===== src/rtl/axi4l_master_bridge_pkg.sv =====
// Shared constants and types for the AXI4-Lite master bridge: response codes,
// protection default and the transaction FSM encoding.
package axi4l_master_bridge_pkg;

    localparam int RESP_W = 2;
    localparam int PROT_W = 3;

    localparam logic [RESP_W-1:0] RESP_OKAY   = 2'b00;
    localparam logic [RESP_W-1:0] RESP_EXOKAY = 2'b01;
    localparam logic [RESP_W-1:0] RESP_SLVERR = 2'b10;
    localparam logic [RESP_W-1:0] RESP_DECERR = 2'b11;

    localparam logic [PROT_W-1:0] PROT_DEFAULT = 3'b000;

    typedef enum logic [2:0] {
        S_IDLE  = 3'd0,
        S_WRITE = 3'd1,
        S_WRESP = 3'd2,
        S_READ  = 3'd3,
        S_RDATA = 3'd4,
        S_DONE  = 3'd5
    } state_e;

    // AXI4-Lite has no exclusive access, so anything but OKAY is an error.
    function automatic logic resp_is_err(input logic [RESP_W-1:0] resp);
        case (resp)
            RESP_OKAY:                             return 1'b0;
            RESP_EXOKAY, RESP_SLVERR, RESP_DECERR: return 1'b1;
            default:                               return 1'b1;
        endcase
    endfunction

endpackage


===== src/rtl/axi4l_master_bridge_if.sv =====
// AXI4-Lite bus bundle between the bridge (master) and the system interconnect (slave).
interface axi4l_master_bridge_if
    import axi4l_master_bridge_pkg::*;
#(
    parameter int ADDR_W = 32,
    parameter int DATA_W = 32
);
    logic [ADDR_W-1:0]   awaddr;
    logic [PROT_W-1:0]   awprot;
    logic                awvalid;
    logic                awready;
    logic [DATA_W-1:0]   wdata;
    logic [DATA_W/8-1:0] wstrb;
    logic                wvalid;
    logic                wready;
    logic [RESP_W-1:0]   bresp;
    logic                bvalid;
    logic                bready;
    logic [ADDR_W-1:0]   araddr;
    logic [PROT_W-1:0]   arprot;
    logic                arvalid;
    logic                arready;
    logic [DATA_W-1:0]   rdata;
    logic [RESP_W-1:0]   rresp;
    logic                rvalid;
    logic                rready;

    modport master (
        output awaddr, awprot, awvalid, input awready,
        output wdata, wstrb, wvalid,    input wready,
        input  bresp, bvalid,           output bready,
        output araddr, arprot, arvalid, input arready,
        input  rdata, rresp, rvalid,    output rready
    );

    modport slave (
        input  awaddr, awprot, awvalid, output awready,
        input  wdata, wstrb, wvalid,    output wready,
        output bresp, bvalid,           input bready,
        input  araddr, arprot, arvalid, output arready,
        output rdata, rresp, rvalid,    input rready
    );
endinterface


===== src/rtl/axi4l_master_bridge_wdog.sv =====
// Transaction watchdog: counts cycles since acceptance (accept cycle included)
// and flags expiry on the cycle whose closing edge would reach TIMEOUT.
module axi4l_master_bridge_wdog
    import axi4l_master_bridge_pkg::*;
#(
    parameter int TIMEOUT = 0
) (
    input  logic clk,
    input  logic rst_n,
    input  logic clr_i,
    input  logic en_i,
    output logic expired_o
);
    localparam int CNT_W = (TIMEOUT < 2) ? 1 : $clog2(TIMEOUT + 1);
    localparam logic [CNT_W-1:0] LOAD  = CNT_W'((TIMEOUT > 1) ? 1 : 0);
    localparam logic [CNT_W-1:0] LIMIT = CNT_W'((TIMEOUT > 0) ? TIMEOUT - 1 : 0);

    logic [CNT_W-1:0] cnt_q, cnt_d;

    always_comb begin
        cnt_d = cnt_q;
        if (clr_i)
            cnt_d = LOAD;
        else if (en_i && !expired_o)
            cnt_d = cnt_q + CNT_W'(1);
    end

    always_ff @(posedge clk or negedge rst_n) begin
        if (!rst_n)
            cnt_q <= '0;
        else
            cnt_q <= cnt_d;
    end

    assign expired_o = (TIMEOUT > 0) && en_i && (cnt_q == LIMIT);

endmodule


===== src/rtl/axi4l_master_bridge.sv =====
// Single-outstanding AXI4-Lite master: turns one core load/store request into
// an AW/W or AR transaction and returns a one-cycle response pulse.
module axi4l_master_bridge
    import axi4l_master_bridge_pkg::*;
#(
    parameter int ADDR_W  = 32,
    parameter int DATA_W  = 32,
    parameter int TIMEOUT = 0
) (
    input  logic                clk,
    input  logic                rst_n,
    input  logic                req_valid_i,
    output logic                req_ready_o,
    input  logic                req_we_i,
    input  logic [ADDR_W-1:0]   req_addr_i,
    input  logic [DATA_W-1:0]   req_wdata_i,
    input  logic [DATA_W/8-1:0] req_wstrb_i,
    output logic                rsp_valid_o,
    output logic [DATA_W-1:0]   rsp_rdata_o,
    output logic                rsp_err_o,
    axi4l_master_bridge_if.master m_axi
);
    state_e state_q, state_d;

    logic [ADDR_W-1:0]   addr_q;
    logic [DATA_W-1:0]   wdata_q;
    logic [DATA_W/8-1:0] wstrb_q;

    logic                awvalid_q, awvalid_d;
    logic                wvalid_q, wvalid_d;
    logic                arvalid_q, arvalid_d;
    logic                rsp_valid_q, rsp_valid_d;
    logic                rsp_err_q, rsp_err_d;
    logic [DATA_W-1:0]   rsp_rdata_q, rsp_rdata_d;

    logic accept, busy, aw_done, w_done, wdog_expired;

    // req_ready is held low while reset is asserted, not just in the state after it.
    assign req_ready_o = rst_n && (state_q == S_IDLE);
    assign busy        = (state_q == S_WRITE) || (state_q == S_WRESP) ||
                         (state_q == S_READ)  || (state_q == S_RDATA);
    assign aw_done     = !awvalid_q || m_axi.awready;
    assign w_done      = !wvalid_q  || m_axi.wready;

    axi4l_master_bridge_wdog #(.TIMEOUT(TIMEOUT)) u_wdog (
        .clk       (clk),
        .rst_n     (rst_n),
        .clr_i     (accept),
        .en_i      (busy),
        .expired_o (wdog_expired)
    );

    always_comb begin
        state_d     = state_q;
        awvalid_d   = awvalid_q;
        wvalid_d    = wvalid_q;
        arvalid_d   = arvalid_q;
        rsp_valid_d = 1'b0;
        rsp_err_d   = 1'b0;
        rsp_rdata_d = '0;
        accept      = 1'b0;

        case (state_q)
            S_IDLE: begin
                if (req_valid_i && req_ready_o) begin
                    accept = 1'b1;
                    if (req_we_i) begin
                        state_d   = S_WRITE;
                        awvalid_d = 1'b1;
                        wvalid_d  = 1'b1;
                    end else begin
                        state_d   = S_READ;
                        arvalid_d = 1'b1;
                    end
                end
            end
            S_WRITE: begin
                // AW and W complete independently; B is awaited only once both have.
                if (m_axi.awready) awvalid_d = 1'b0;
                if (m_axi.wready)  wvalid_d  = 1'b0;
                if (aw_done && w_done) state_d = S_WRESP;
            end
            S_WRESP: begin
                if (m_axi.bvalid) begin
                    state_d     = S_DONE;
                    rsp_valid_d = 1'b1;
                    rsp_err_d   = resp_is_err(m_axi.bresp);
                end
            end
            S_READ: begin
                if (m_axi.arready) begin
                    arvalid_d = 1'b0;
                    state_d   = S_RDATA;
                end
            end
            S_RDATA: begin
                if (m_axi.rvalid) begin
                    state_d     = S_DONE;
                    rsp_valid_d = 1'b1;
                    rsp_err_d   = resp_is_err(m_axi.rresp);
                    rsp_rdata_d = m_axi.rdata;
                end
            end
            S_DONE:  state_d = S_IDLE;
            default: state_d = S_IDLE;
        endcase

        // Abandon the slave: readies fall with the state, late beats are never taken.
        if (wdog_expired) begin
            state_d     = S_DONE;
            awvalid_d   = 1'b0;
            wvalid_d    = 1'b0;
            arvalid_d   = 1'b0;
            rsp_valid_d = 1'b1;
            rsp_err_d   = 1'b1;
            rsp_rdata_d = '0;
        end
    end

    always_ff @(posedge clk or negedge rst_n) begin
        if (!rst_n) begin
            state_q     <= S_IDLE;
            awvalid_q   <= 1'b0;
            wvalid_q    <= 1'b0;
            arvalid_q   <= 1'b0;
            rsp_valid_q <= 1'b0;
            rsp_err_q   <= 1'b0;
            rsp_rdata_q <= '0;
        end else begin
            state_q     <= state_d;
            awvalid_q   <= awvalid_d;
            wvalid_q    <= wvalid_d;
            arvalid_q   <= arvalid_d;
            rsp_valid_q <= rsp_valid_d;
            rsp_err_q   <= rsp_err_d;
            rsp_rdata_q <= rsp_rdata_d;
        end
    end

    // Payload holds from accept until the next accept, covering every valid window.
    always_ff @(posedge clk) begin
        if (accept) begin
            addr_q  <= req_addr_i;
            wdata_q <= req_wdata_i;
            wstrb_q <= req_wstrb_i;
        end
    end

    assign m_axi.awaddr  = addr_q;
    assign m_axi.awprot  = PROT_DEFAULT;
    assign m_axi.awvalid = awvalid_q;
    assign m_axi.wdata   = wdata_q;
    assign m_axi.wstrb   = wstrb_q;
    assign m_axi.wvalid  = wvalid_q;
    assign m_axi.bready  = (state_q == S_WRESP);
    assign m_axi.araddr  = addr_q;
    assign m_axi.arprot  = PROT_DEFAULT;
    assign m_axi.arvalid = arvalid_q;
    assign m_axi.rready  = (state_q == S_RDATA);

    assign rsp_valid_o = rsp_valid_q;
    assign rsp_err_o   = rsp_err_q;
    assign rsp_rdata_o = rsp_rdata_q;

endmodule


===== src/flat_wrapper.sv =====
// flat-port wrapper written by rule: the top's interface ports become plain ports
module axi4l_master_bridge_flat import axi4l_master_bridge_pkg::*;
#(
    parameter int ADDR_W  = 32,
    parameter int DATA_W  = 32,
    parameter int TIMEOUT = 0
)
  (clk, rst_n, req_valid_i, req_ready_o, req_we_i, req_addr_i, req_wdata_i, req_wstrb_i, rsp_valid_o, rsp_rdata_o, rsp_err_o, m_axi_awaddr, m_axi_awprot, m_axi_awvalid, m_axi_awready, m_axi_wdata, m_axi_wstrb, m_axi_wvalid, m_axi_wready, m_axi_bresp, m_axi_bvalid, m_axi_bready, m_axi_araddr, m_axi_arprot, m_axi_arvalid, m_axi_arready, m_axi_rdata, m_axi_rresp, m_axi_rvalid, m_axi_rready);
  axi4l_master_bridge_if #(.ADDR_W(ADDR_W), .DATA_W(DATA_W)) m_axi_i ();
  input  logic clk;
  input  logic rst_n;
  input  logic req_valid_i;
  output logic req_ready_o;
  input  logic req_we_i;
  input  logic [ADDR_W-1:0] req_addr_i;
  input  logic [DATA_W-1:0] req_wdata_i;
  input  logic [DATA_W/8-1:0] req_wstrb_i;
  output logic rsp_valid_o;
  output logic [DATA_W-1:0] rsp_rdata_o;
  output logic rsp_err_o;
  output wire logic [$bits(m_axi_i.awaddr)-1:0] m_axi_awaddr;
  output wire logic [$bits(m_axi_i.awprot)-1:0] m_axi_awprot;
  output wire logic [$bits(m_axi_i.awvalid)-1:0] m_axi_awvalid;
  input wire logic [$bits(m_axi_i.awready)-1:0] m_axi_awready;
  output wire logic [$bits(m_axi_i.wdata)-1:0] m_axi_wdata;
  output wire logic [$bits(m_axi_i.wstrb)-1:0] m_axi_wstrb;
  output wire logic [$bits(m_axi_i.wvalid)-1:0] m_axi_wvalid;
  input wire logic [$bits(m_axi_i.wready)-1:0] m_axi_wready;
  input wire logic [$bits(m_axi_i.bresp)-1:0] m_axi_bresp;
  input wire logic [$bits(m_axi_i.bvalid)-1:0] m_axi_bvalid;
  output wire logic [$bits(m_axi_i.bready)-1:0] m_axi_bready;
  output wire logic [$bits(m_axi_i.araddr)-1:0] m_axi_araddr;
  output wire logic [$bits(m_axi_i.arprot)-1:0] m_axi_arprot;
  output wire logic [$bits(m_axi_i.arvalid)-1:0] m_axi_arvalid;
  input wire logic [$bits(m_axi_i.arready)-1:0] m_axi_arready;
  input wire logic [$bits(m_axi_i.rdata)-1:0] m_axi_rdata;
  input wire logic [$bits(m_axi_i.rresp)-1:0] m_axi_rresp;
  input wire logic [$bits(m_axi_i.rvalid)-1:0] m_axi_rvalid;
  output wire logic [$bits(m_axi_i.rready)-1:0] m_axi_rready;
  assign m_axi_awaddr = m_axi_i.awaddr;
  assign m_axi_awprot = m_axi_i.awprot;
  assign m_axi_awvalid = m_axi_i.awvalid;
  assign m_axi_i.awready = m_axi_awready;
  assign m_axi_wdata = m_axi_i.wdata;
  assign m_axi_wstrb = m_axi_i.wstrb;
  assign m_axi_wvalid = m_axi_i.wvalid;
  assign m_axi_i.wready = m_axi_wready;
  assign m_axi_i.bresp = m_axi_bresp;
  assign m_axi_i.bvalid = m_axi_bvalid;
  assign m_axi_bready = m_axi_i.bready;
  assign m_axi_araddr = m_axi_i.araddr;
  assign m_axi_arprot = m_axi_i.arprot;
  assign m_axi_arvalid = m_axi_i.arvalid;
  assign m_axi_i.arready = m_axi_arready;
  assign m_axi_i.rdata = m_axi_rdata;
  assign m_axi_i.rresp = m_axi_rresp;
  assign m_axi_i.rvalid = m_axi_rvalid;
  assign m_axi_rready = m_axi_i.rready;
  axi4l_master_bridge #(.ADDR_W(ADDR_W), .DATA_W(DATA_W), .TIMEOUT(TIMEOUT)) u_core (.clk(clk), .rst_n(rst_n), .req_valid_i(req_valid_i), .req_ready_o(req_ready_o), .req_we_i(req_we_i), .req_addr_i(req_addr_i), .req_wdata_i(req_wdata_i), .req_wstrb_i(req_wstrb_i), .rsp_valid_o(rsp_valid_o), .rsp_rdata_o(rsp_rdata_o), .rsp_err_o(rsp_err_o), .m_axi(m_axi_i));
endmodule

===== config.mk =====
export PLATFORM = sky130hd
export DESIGN_NAME = axi4l_master_bridge_flat
export DESIGN_NICKNAME = d
export VERILOG_FILES = /design/src/rtl/axi4l_master_bridge_pkg.sv /design/src/rtl/axi4l_master_bridge_if.sv /design/src/rtl/axi4l_master_bridge_wdog.sv /design/src/rtl/axi4l_master_bridge.sv /design/src/flat_wrapper.sv
export SDC_FILE = /design/constraint.sdc
export NUM_CORES = 1
export LEC_CHECK = 0
export BUFFER_PORTS_ARGS = -buffer_cell sky130_fd_sc_hd__buf_2
export CAP_MARGIN = 40
export CORE_MARGIN = 4
export CORE_UTILIZATION = 41
export CTS_CLUSTER_DIAMETER = 200
export CTS_CLUSTER_SIZE = 12
export DETAILED_ROUTE_END_ITERATION = 16
export HOLD_SLACK_MARGIN = 0.03
export PLACE_DENSITY = 0.79
export SKIP_CTS_REPAIR_TIMING = 1
export SLEW_MARGIN = 40
export SYNTH_ARGS = -nofsm -noshare
export SYNTH_HDL_FRONTEND = slang
export SYNTH_SLANG_ARGS = --single-unit

===== constraint.sdc =====
create_clock -name clk -period 3.5 [get_ports clk]
set_input_delay 0.7 -clock clk [delete_from_list [all_inputs] [get_ports clk]]
set_output_delay 0.7 -clock clk [all_outputs]
set_load 0.01 [all_outputs]

Word-level counts from Yosys, hierarchy flattened
Index checks and enable logic that the tools add are counted.
{ "op_classes": {"add_sub_neg": 0, "mul": 0, "n_div": 0, "order_cmp": 0, "eq_ne": 19, "n_shift": 0, "muxes": 29, "bitwise": 0, "n_reduce_logical": 18} }
{ "ops": {"columns": ["cell", "count"], "rows": [
  ["$mux 32", 2],
  ["$ne 2x2->1 const B", 9],
  ["$mux 3", 5],
  ["$pmux 3 s5", 1],
  ["$pmux 1 s2", 7],
  ["$mux 1", 13],
  ["$reduce_and 4->1", 3],
  ["$eq 2x2->1 const B", 4],
  ["$eq 3x2->1 const B", 2],
  ["$reduce_or 3->1", 2],
  ["$reduce_and 5->1", 1],
  ["$eq 2x1->1 const B", 2],
  ["$logic_not 2->1", 2],
  ["$reduce_bool 2->1", 2],
  ["$eq 3x1->1 const B", 1],
  ["$eq 3x3->1 const B", 1],
  ["$logic_and 1x1->1", 3],
  ["$logic_not 3->1", 1],
  ["$logic_not 1->1", 2],
  ["$logic_or 1x1->1", 2],
  ["$mux 2", 1]
]} }
{ "totals": {"register_bits": 108, "latch_bits": 0, "ram_bits": 0, "mem_bits_ro": 0, "elab_cells": 76, "n_memories": 0} }

Longest topological paths before layout
Gate-level depths: netlist of the first run.
{ "logic_depth": {"word_depth": 5, "depth_mapped": 6, "depth_no_buf": 4} }

By module
From an unflattened synthesis of the first run, not the netlist that was laid out.
{ "unflattened": {"cells_unflattened": 236, "area_unflattened_um2": 3883.7} }
{ "modules_own_cells": {"columns": ["module", "instances", "cells_per_inst", "area_per_inst_um2"], "rows": [
  ["axi4l_master_bridge", 1, 234, 3872.5],
  ["axi4l_master_bridge_wdog", 1, 2, 11.3]
]} }

Worst setup path after synthesis of the first run
No wires, ideal clock.
{ "synth_timing": {"path_type": "input to register", "start": "input rst_n", "end": "register u_core.awvalid_q (netlist: u_core.m_axi.awvalid)", "arrival_ns": 3.013, "slack_ns": 0.402, "stages": 4, "cell_sequence": "nor4b_4 > and2_1 > a21oi_1 > a31oi_1"} }
{ "synth_via": {"elab_chain_len": 4} }
{ "synth_lines": {"columns": ["item", "line_no", "text"], "rows": [
  ["start, declared", "flat_wrapper.sv:11", "input logic rst_n;"],
  ["$logic_and 1x1->1", "axi4l_master_bridge.sv:39", "assign req_ready_o = rst_n && (state_q == S_IDLE);"],
  ["$logic_and 1x1->1", "axi4l_master_bridge.sv:65", "if (req_valid_i && req_ready_o) begin"],
  ["$ne 2x2->1 (no source line)", null, null],
  ["$reduce_and 4->1 (no source line)", null, null],
  ["end signal, assigned", "axi4l_master_bridge.sv:131", "awvalid_q <= awvalid_d;"],
  ["end, declared", "axi4l_master_bridge.sv:29", "logic awvalid_q, awvalid_d;"]
]} }
No other way between the ends.
A chain may end at the register's enable or synchronous reset.

Worst setup path after layout of the first run
{ "layout_timing": {"start": "register u_core.state_q[1]", "end": "output m_axi_bready"} }
{ "layout_via": {"elab_chain_len": 1} }
{ "layout_lines": {"columns": ["item", "line_no", "text"], "rows": [
  ["start, declared", "axi4l_master_bridge.sv:23", "state_e state_q, state_d;"],
  ["start signal, assigned", "axi4l_master_bridge.sv:130", "state_q <= state_d;"],
  ["$eq 3x2->1", "axi4l_master_bridge.sv:155", "assign m_axi.bready = (state_q == S_WRESP);"],
  ["end, declared", "flat_wrapper.sv:31", "output wire logic [$bits(m_axi_i.bready)-1:0] m_axi_bready;"]
]} }
No other way between the ends.

==> flow_summary.json, run 1 <==
{
  "fin_skew_ps": 11.0,
  "path_max_fanout": 12,
  "p_leak_nw": 2.55,
  "grt_max_degree": 71,
  "fin_nets": 565,
  "die_area_um2": 11000,
  "root_buffer": "clkbuf_8",
  "tightest_slew_ps": 613,
  "fin_crit_ps": 2150,
  "clkTransAtPathRegs_ps": 100,
  "crit_family": "flip-flops",
  "dp_hpwl_mm": 7.31,
  "slew_headroom_pct": 59.1,
  "routed_wl_mm": 9.26,
  "first_pass_iters": 4,
  "io_buffers": 252,
  "drv_cap": 0,
  "drc": 0,
  "critPathBufInv": 1,
  "cts_tree": "yes",
  "syn_area_per_cell_um2": 16.9,
  "rsz0062_at_grt": "false",
  "cts.sinks": 108,
  "power_density_nw_per_um2": 584,
  "cp.depth": 3,
  "cp-end-kind": "output port",
  "fin_crit_sh_pct": 61.5,
  "max-vdd-ir-drop_uv": 292,
  "critPathArrivalTime_ps": 1450,
  "fp.dieW_um": 105,
  "clk_latency_ps": 350,
  "crit_required_ps": 2800,
  "met2_usage_pct": 30.0,
  "drive_gt1_share_pct": 60.6,
  "finalHoldViolations": 0,
  "dominantRegCellSynth": "edfxtp_1",
  "ys_ff_latch": 108,
  "antenna_found_initial": 1,
  "cp_slowest_stage_delay_ps": 600,
  "seq_area_frac_synth_pct": 79.1,
  "grt_pass1_wl_mm": 14.1,
  "coreArea_um2": 9200,
  "grt_pass1_vias": 2672,
  "wire_per_inst_um": 16.3,
  "grt.met1_usage_pct": 17.3,
  "synthCells": 227,
  "p_total_mw": 3.02,
  "hold_class": "in2async",
  "finalWeightedCongestion": 0.812,
  "chipHeight_um": 105,
  "syn_to_final_growth_pct": 34.5,
  "grt_overflow_total": 0,
  "row_count": 35,
  "cts_buffer_depth": 2,
  "outcome": "complete, no violations",
  "gr-max-usage-layer": "met2",
  "fmax_ghz": 0.465,
  "grtUsageMet3_pct": 5.74,
  "synth_edf_count": 68,
  "ant_nets": 0,
  "vias_per_cell": 4.53,
  "ys_types": 27,
  "holdWs_ps": 431,
  "final.setup.tns_ps": 0,
  "ios": 259,
  "syn_area_um2": 3850,
  "cp_cell_sequence": "nand2b_1 -> nor2_1 -> buf_2",
  "synth_warnings": 0,
  "fillCellCount": 772,
  "setup_violations": 0,
  "start_util_pct": 41.8,
  "drv_slew": 0,
  "first_iter_violations": 87,
  "reg2reg_depth": 3,
  "start_kind": "flip-flop",
  "htree_levels": 3,
  "async_reset_ff_share_pct": 37.0,
  "path_class": "reg2out",
  "cts_buffers": 9,
  "grt.total_usage_pct": 16.7,
  "vias": 2580,
  "cpMaxStageDelayCell": "dfrtp_1"
}
cell usage in the layout (no fill, tap or decap), types with 2 or more instances in the layout:
cell type    n
o21ai_1      2
conb_1       6
nor2_1       4
a21oi_1      8
edfxtp_1    68
a21oi_2      2
dfrtp_1     40
nand3b_1     2
a31oi_1      2
nand2b_1     5
buf_2      252
and2_1      33
nand2_1      3
clkbuf_8     9
state kept, by name (all words and copies together) (netlist names), 3 cells and up:
| signal | flops |
|---|---|
| u_core.state_q | 3 |
| u_core.m_axi.wdata | 32 |
| u_core.m_axi.wstrb | 4 |
| u_core.rsp_rdata_o | 32 |
| u_core.m_axi.araddr | 32 |
worst reg2reg max path: stages (launching register included):
cell	delay (ps)
dfrtp_1	540
nor4b_4	340
and2_2	190
buf_6	470
metrics by stage:
stage,std cells,util [%],setup WS [ps],instance area (um2)
final,569,56.3,1350,5170
after CTS,568,56.2,1340,5170
after detailed placement,552,53.9,1220,4960
after global routing,569,56.3,1230,5170
after floorplan,232,-,402,3860
after global placement,552,53.9,1280,4960
power breakdown:
part / switching, mW / leakage (nW) / total, mW / internal, mW
clock network: 0.430 / 0.102 / 0.776 / 0.346
logic: 0.340 / 1.28 / 0.612 / 0.272
registers: 0.103 / 1.16 / 1.64 / 1.53
Yosys cell counts (2+ instances only):
library cell   n  area share [%]
a21oi_2        2            0.46
nand2b_1       5            0.81
and2_1        34             5.5
nand2_1        3            0.29
clkbuf_1       4            0.39
buf_4         39             7.6
a21oi_1        8             1.0
dfrtp_1       40              26
nor2_1         4            0.39
a31oi_1        2            0.33
edfxtp_1      68              53
o21ai_1        2            0.26
nand3b_1       2            0.39
per-layer routing:
layer	share of wire (%)	wire [um]	vias to the layer above
met5	0	0	-
met2	54	4990	154
li1	-	-	1187
met1	34	3140	1221
met4	2.8	257	0
met3	9.4	875	18
cell families (layout without fill, tap and decap cells):
group,count (synthesis),in the layout,synth area share (%)
DFF,108,108,79.1
and+or+nand+nor,51,51,8.43
buffers and inverters,47,272,8.62
AOI/OAI and AO/OA,19,19,3.35
other,1,7,0.0975
muxes,1,1,0.390
worst paths after layout:
path / start / end / slack (ps)
worst min-delay path: rst_n / u_core.rsp_valid_o / 430
worst min register to register: u_core.m_axi.arvalid / u_core.m_axi.arvalid / 540
max in group asynchronous: rst_n / u_core.rsp_rdata_o[22] / 2710
worst max register to register: u_core.state_q[0] / u_core.m_axi.wdata[5] / 1560
worst max-delay path: u_core.state_q[1] / m_axi_bready / 1350
min in group clk: req_addr_i[17] / u_core.m_axi.araddr[17] / 500
area by class of cell:
cell class	instances	area, um2	area share, %
diodes	1	2.50	0.0484
inverters	2	7.51	0.145
repair buffers	254	1280	24.7
multi-input cells	77	493	9.53
flip-flops and latches	108	3040	58.8
clock inverters	6	82.6	1.60
clock buffers	10	128	2.47
well taps	111	139	2.68
Note: power is estimated with default switching activity, not from simulation.
==> run 2, diff against run 1 <==
--- a/config.mk
+++ b/config.mk
@@ -5,15 +5,16 @@
 export SDC_FILE = /design/constraint.sdc
 export NUM_CORES = 1
 export LEC_CHECK = 0
+export ABC_AREA = 1
 export BUFFER_PORTS_ARGS = -buffer_cell sky130_fd_sc_hd__buf_2
 export CAP_MARGIN = 40
 export CORE_MARGIN = 4
-export CORE_UTILIZATION = 41
+export CORE_UTILIZATION = 38
 export CTS_CLUSTER_DIAMETER = 200
 export CTS_CLUSTER_SIZE = 12
 export DETAILED_ROUTE_END_ITERATION = 16
 export HOLD_SLACK_MARGIN = 0.03
-export PLACE_DENSITY = 0.79
+export PLACE_DENSITY = 0.77
 export SKIP_CTS_REPAIR_TIMING = 1
 export SLEW_MARGIN = 40
 export SYNTH_ARGS = -nofsm -noshare
==> constraint.sdc (replaced) <==
create_clock -name clk -period 1.9 [get_ports clk]
set_input_delay 0.38 -clock clk [delete_from_list [all_inputs] [get_ports clk]]
set_output_delay 0.38 -clock clk [all_outputs]
set_load 0.01 [all_outputs]
==> run 2 against run 1 <==
- die area is 8.7% higher
- total power is 83% higher
- non-clock buffer count rose by 2
- count of clock-buffer cells in the layout down 1
- critical path depth rose by 1
- sequential share of layout area shrank 1.1 points
- combinational power increased by 96%
- largest cell class unchanged
==> flow_summary.json, run 2 <==
{
  "synth_area_leaders": "edfxtp_1 (52%), dfrtp_1 (26%), buf_4 (7.3%)",
  "chipHeight_um": 109,
  "antenna_found_initial": 1,
  "rsz0062_at_grt": "false",
  "fp.dieW_um": 109,
  "p_total_mw": 5.54,
  "final.setup.tns_ps": 0,
  "power_density_nw_per_um2": 1050,
  "wire_per_inst_um": 15.4,
  "first_pass_iters": 4,
  "fmax_ghz": 0.593,
  "clk_latency_ps": 360,
  "grt_max_degree": 70,
  "routed_wl_mm": 9.91,
  "dominantRegCellSynth": "edfxtp_1",
  "vias": 2798,
  "cp-end-kind": "output port",
  "outcome": "complete, no violations",
  "drv_slew": 0,
  "grt.met1_usage_pct": 16.3,
  "async_reset_ff_share_pct": 37.0,
  "final_common_cell": "buf_2",
  "final_core_util_pct": 53.5,
  "fin_skew_ps": 12.2,
  "die_area_um2": 11900,
  "seq_area_frac_synth_pct": 78.0,
  "hold_class": "in2async",
  "clkTransAtPathRegs_ps": 100,
  "fin_area_um2": 5270,
  "path_max_fanout": 7,
  "fin_crit_ps": 1690,
  "syn_area_um2": 3900,
  "grtUsageMet3_pct": 3.70,
  "synthCells": 280,
  "drv_cap": 0,
  "synth_area_leader_cell": "edfxtp_1",
  "ys_ff_latch": 108,
  "p_leak_nw": 2.65,
  "synth_edf_count": 68,
  "grt.total_usage_pct": 15.4,
  "path_class": "reg2out",
  "holdWs_ps": 80.0,
  "grt_overflow_total": 0,
  "ant_nets": 0,
  "row_count": 36,
  "io_buffers": 252,
  "synth.cells.most_frequent": "edfxtp_1 (68), nand2_1 (55), dfrtp_1 (40), buf_4 (38), nor2_1 (37)",
  "root_buffer": "clkbuf_8",
  "fin_nets": 619,
  "setup_violations": 0,
  "cts_tree": "yes",
  "start_util_pct": 39.5,
  "cts_buffers": 9,
  "vias_per_cell": 4.34,
  "ys_types": 22,
  "drive_gt1_share_pct": 55.0,
  "max-vdd-ir-drop_uv": 539,
  "ios": 259,
  "cts_buffer_depth": 2,
  "gr-max-usage-layer": "met2",
  "synth_warnings": 0,
  "drc": 0,
  "grt_pass1_wl_mm": 13.7,
  "dpl_cell_area_um2": 5070,
  "finalWeightedCongestion": 0.788,
  "htree_levels": 3,
  "cts.sinks": 108,
  "synth_most_common_cell": "edfxtp_1",
  "start_kind": "flip-flop",
  "met2_usage_pct": 29.3,
  "coreArea_um2": 9860,
  "critPathArrivalTime_ps": 1310,
  "syn_to_final_growth_pct": 35.2,
  "layout_common_cells": "buf_2 (252), edfxtp_1 (68), nand2_1 (55)",
  "dp_hpwl_mm": 7.93,
  "first_iter_violations": 126,
  "syn_area_per_cell_um2": 13.9,
  "fin_crit_sh_pct": 88.7,
  "grt_pass1_vias": 2670,
  "synth_top_cell_area_share_pct": 52.4,
  "crit_required_ps": 1520,
  "finalHoldViolations": 0
}
run 2: cell families (layout without fill, tap and decap cells):
group | after synthesis | count (layout) | synth area share (%)
flip-flops | 108 | 108 | 78.0
AND/OR/NAND/NOR | 107 | 107 | 11.4
other | 1 | 7 | 0.0962
AO/OA/AOI/OAI | 8 | 8 | 1.16
buffers and inverters | 56 | 282 | 9.34
run 2: metrics by stage:
| step | setup slack [ps] | instances |
|---|---|---|
| 6_report | 215 | 645 |
| 5_1_grt | 109 | 645 |
| 4_1_cts | 183 | 644 |
| 3_5_place_dp | 236 | 628 |
| 3_3_place_gp | 292 | 628 |
| 2_1_floorplan | -959 | 285 |
run 2: layout make-up:
cell class | count | area [um2]
antenna | 1 | 2.50
clock buffer | 9 | 124
clock inverter | 7 | 73.8
sequential | 108 | 3040
inverter | 10 | 37.5
multi-input combinational | 121 | 523
timing repair buffer | 256 | 1300
tap | 133 | 166
fill | 857 | 4590
run 2: metal layers:
metal	share of wire, %	wire [um]	vias to the layer above
li1	-	-	1320
met1	33	3250	1315
met2	56	5590	147
met3	9.0	888	16
met4	1.8	182	0
met5	0	0	-
run 2: final timing paths:
path / cells after the start / to / start / slack (ps)
worst max-delay path: 4 / m_axi_rready / u_core.state_q[0] / 210
worst min-delay path: 2 / u_core.m_axi.arvalid / rst_n / 80
worst max register to register: 4 / u_core.m_axi.araddr[19] / u_core.state_q[2] / 230
worst min register to register: 2 / u_core.m_axi.arvalid / u_core.m_axi.arvalid / 480
max in group asynchronous: 2 / u_core.rsp_rdata_o[17] / rst_n / 1470
min in group clk: 1 / u_core.m_axi.araddr[20] / req_addr_i[20] / 190
run 2: where the power goes:
group | internal, mW | total, mW | switching [mW] | leakage, nW
sequential | 2.81 | 2.95 | 0.142 | 1.17
combinational | 0.456 | 1.20 | 0.743 | 1.39
clock | 0.616 | 1.39 | 0.769 | 0.0914
run 2: worst max-delay path, stage by stage, from the launching register on:
cell,delay (ps)
dfrtp_1,460
nor2_1,190
nand2_1,90
inv_1,90
buf_2,130
==> run 3, diff against run 2 <==
--- a/config.mk
+++ b/config.mk
@@ -5,16 +5,17 @@
 export SDC_FILE = /design/constraint.sdc
 export NUM_CORES = 1
 export LEC_CHECK = 0
-export ABC_AREA = 1
 export BUFFER_PORTS_ARGS = -buffer_cell sky130_fd_sc_hd__buf_2
 export CAP_MARGIN = 40
+export CELL_PAD_IN_SITES_DETAIL_PLACEMENT = 0
+export CELL_PAD_IN_SITES_GLOBAL_PLACEMENT = 2
 export CORE_MARGIN = 4
-export CORE_UTILIZATION = 38
+export CORE_UTILIZATION = 23
 export CTS_CLUSTER_DIAMETER = 200
 export CTS_CLUSTER_SIZE = 12
 export DETAILED_ROUTE_END_ITERATION = 16
 export HOLD_SLACK_MARGIN = 0.03
-export PLACE_DENSITY = 0.77
+export PLACE_DENSITY = 0.76
 export SKIP_CTS_REPAIR_TIMING = 1
 export SLEW_MARGIN = 40
 export SYNTH_ARGS = -nofsm -noshare
==> run 3 against run 2 <==
- register-to-register slack improved by 110 ps
- largest power group unchanged
- setup slack worse by 130 ps
- design area is 3.7% higher
==> flow_summary.json, run 3 (synthesis results as in run 1) <==
{
  "fp.dieW_um": 137,
  "finalWeightedCongestion": 0.724,
  "p_leak_nw": 2.64,
  "drv_cap": 0,
  "holdWs_ps": 204,
  "top_layer_used": "met4",
  "root_buffer": "clkbuf_16",
  "critPathArrivalTime_ps": 1440,
  "clk_latency_ps": 350,
  "hold_class": "in2reg",
  "fmax_ghz": 0.550,
  "cp-end-kind": "output port",
  "p_total_mw": 6.00,
  "final.setup.tns_ps": 0,
  "critPathBufInv": 3,
  "vias": 2597,
  "final_common_cell": "buf_2",
  "cpMaxStageDelayCell": "dlygate4sd3_1",
  "die_area_um2": 18900,
  "reg2reg_slack_ps": 340,
  "first_pass_iters": 3,
  "reg2reg_from": "u_core.state_q[0]",
  "n_antenna_cell": 0,
  "m1WireLength_mm": 3.59,
  "grt_overflow_total": 0,
  "cp_cell_sequence": "dlygate4sd3_1 -> buf_2 -> nor4b_4 -> buf_2",
  "ant_nets": 0,
  "io_buffers": 252,
  "wl_met3_mm": 1.34,
  "min_from": "req_wdata_i[7]",
  "routed_wl_mm": 10.1,
  "grt_pass1_wl_mm": 14.6,
  "cp_common_cell": "buf_2",
  "drive_gt1_share_pct": 61.2,
  "finalHoldViolations": 0,
  "max-vdd-ir-drop_uv": 367,
  "dp_hpwl_mm": 8.34,
  "chipHeight_um": 137,
  "clkTransAtPathRegs_ps": 80,
  "grt.total_usage_pct": 10.3,
  "ios": 259,
  "wl_met2_mm": 4.96,
  "antenna_found_initial": 0,
  "start_util_pct": 23.4,
  "crit_required_ps": 1520,
  "layout_common_cells": "buf_2 (252), edfxtp_1 (68), dfrtp_1 (40)",
  "first_iter_violations": 104,
  "fin_nets": 575,
  "cts.sinks": 108,
  "path_max_fanout": 3,
  "crit_family": "buffers and inverters",
  "fin_skew_ps": 7.85,
  "cts_buffer_depth": 2,
  "syn_to_final_growth_pct": 42.2,
  "grt_pass1_vias": 2746,
  "htree_levels": 3,
  "drv_slew": 0,
  "fillCellCount": 1693,
  "cts_tree": "yes",
  "start_kind": "input pin",
  "rsz0062_at_grt": "false",
  "cp_slowest_stage_delay_ps": 510,
  "outcome": "complete, no violations",
  "grt_max_degree": 35,
  "path_class": "in2out",
  "vias_per_cell": 3.78,
  "cts_buffers": 9,
  "fin_crit_ps": 1820,
  "wire_per_inst_um": 14.7,
  "drc": 0,
  "power_density_nw_per_um2": 1100,
  "setup_violations": 0,
  "fin_crit_sh_pct": 95.7,
  "coreArea_um2": 16500,
  "crit_start": "rst_n",
  "row_count": 47,
  "final_core_util_pct": 33.2
}
run 3: cell types whose count changed in the layout (fill, tap and decap cells not counted), sizes merged, moves of 2 or more:
cell    previous run  this run
a31oi              0         2
inv               12         5
a21oi              5        10
nand2b             0         5
nand3              5         0
nor2              42         4
buf              256       263
nand2             56         3
nor4b              0         2
and2               0        34
run 3: path summary, 6_finish.rpt:
| path | end | cells past startpoint |
|---|---|---|
| worst max-delay path | req_ready_o | 4 |
| worst min-delay path | u_core.m_axi.wdata[7] | 1 |
| worst max register to register | u_core.m_axi.araddr[22] | 3 |
| worst min register to register | u_core.m_axi.arvalid | 2 |
| max in group asynchronous | u_core.rsp_rdata_o[6] | 3 |
| min in group asynchronous | u_core.rsp_rdata_o[27] | 3 |
run 3: final cells by class:
cell class / count / area, um2 / area share, %
Clock buffer: 9 / 225 / 4.12
Clock inverter: 7 / 57.6 / 1.05
Inverter: 2 / 7.51 / 0.137
Multi-Input combinational cell: 77 / 495 / 9.06
Sequential cell: 108 / 3040 / 55.6
Tap cell: 220 / 275 / 5.03
Timing Repair Buffer: 264 / 1370 / 25.0
run 3: power breakdown:
group / switching [mW] / total, mW / internal, mW
Sequential: 0.118 / 2.94 / 2.82
Clock: 0.848 / 1.76 / 0.910
Combinational: 0.732 / 1.31 / 0.573
run 3: metrics by stage:
stage	setup slack, ps	cell area, um2	cells
2_1_floorplan	22.9	3870	232
3_3_place_gp	324	5170	670
3_5_place_dp	287	5170	670
4_1_cts	63.2	5460	686
5_1_grt	43.0	5470	687
6_report	81.3	5470	687
run 3: worst register-to-register path, cell delays in order (launching register included):
cell and delay (ps):
dfrtp_1 410, nor4b_4 300, and2_4 300, buf_12 230
run 3: layer usage:
metal	vias to the layer above	GRT usage, %
met1	1206	11.1
met2	166	17.4
met5	-	0
li1	1210	-
met4	0	4.71
met3	15	4.38
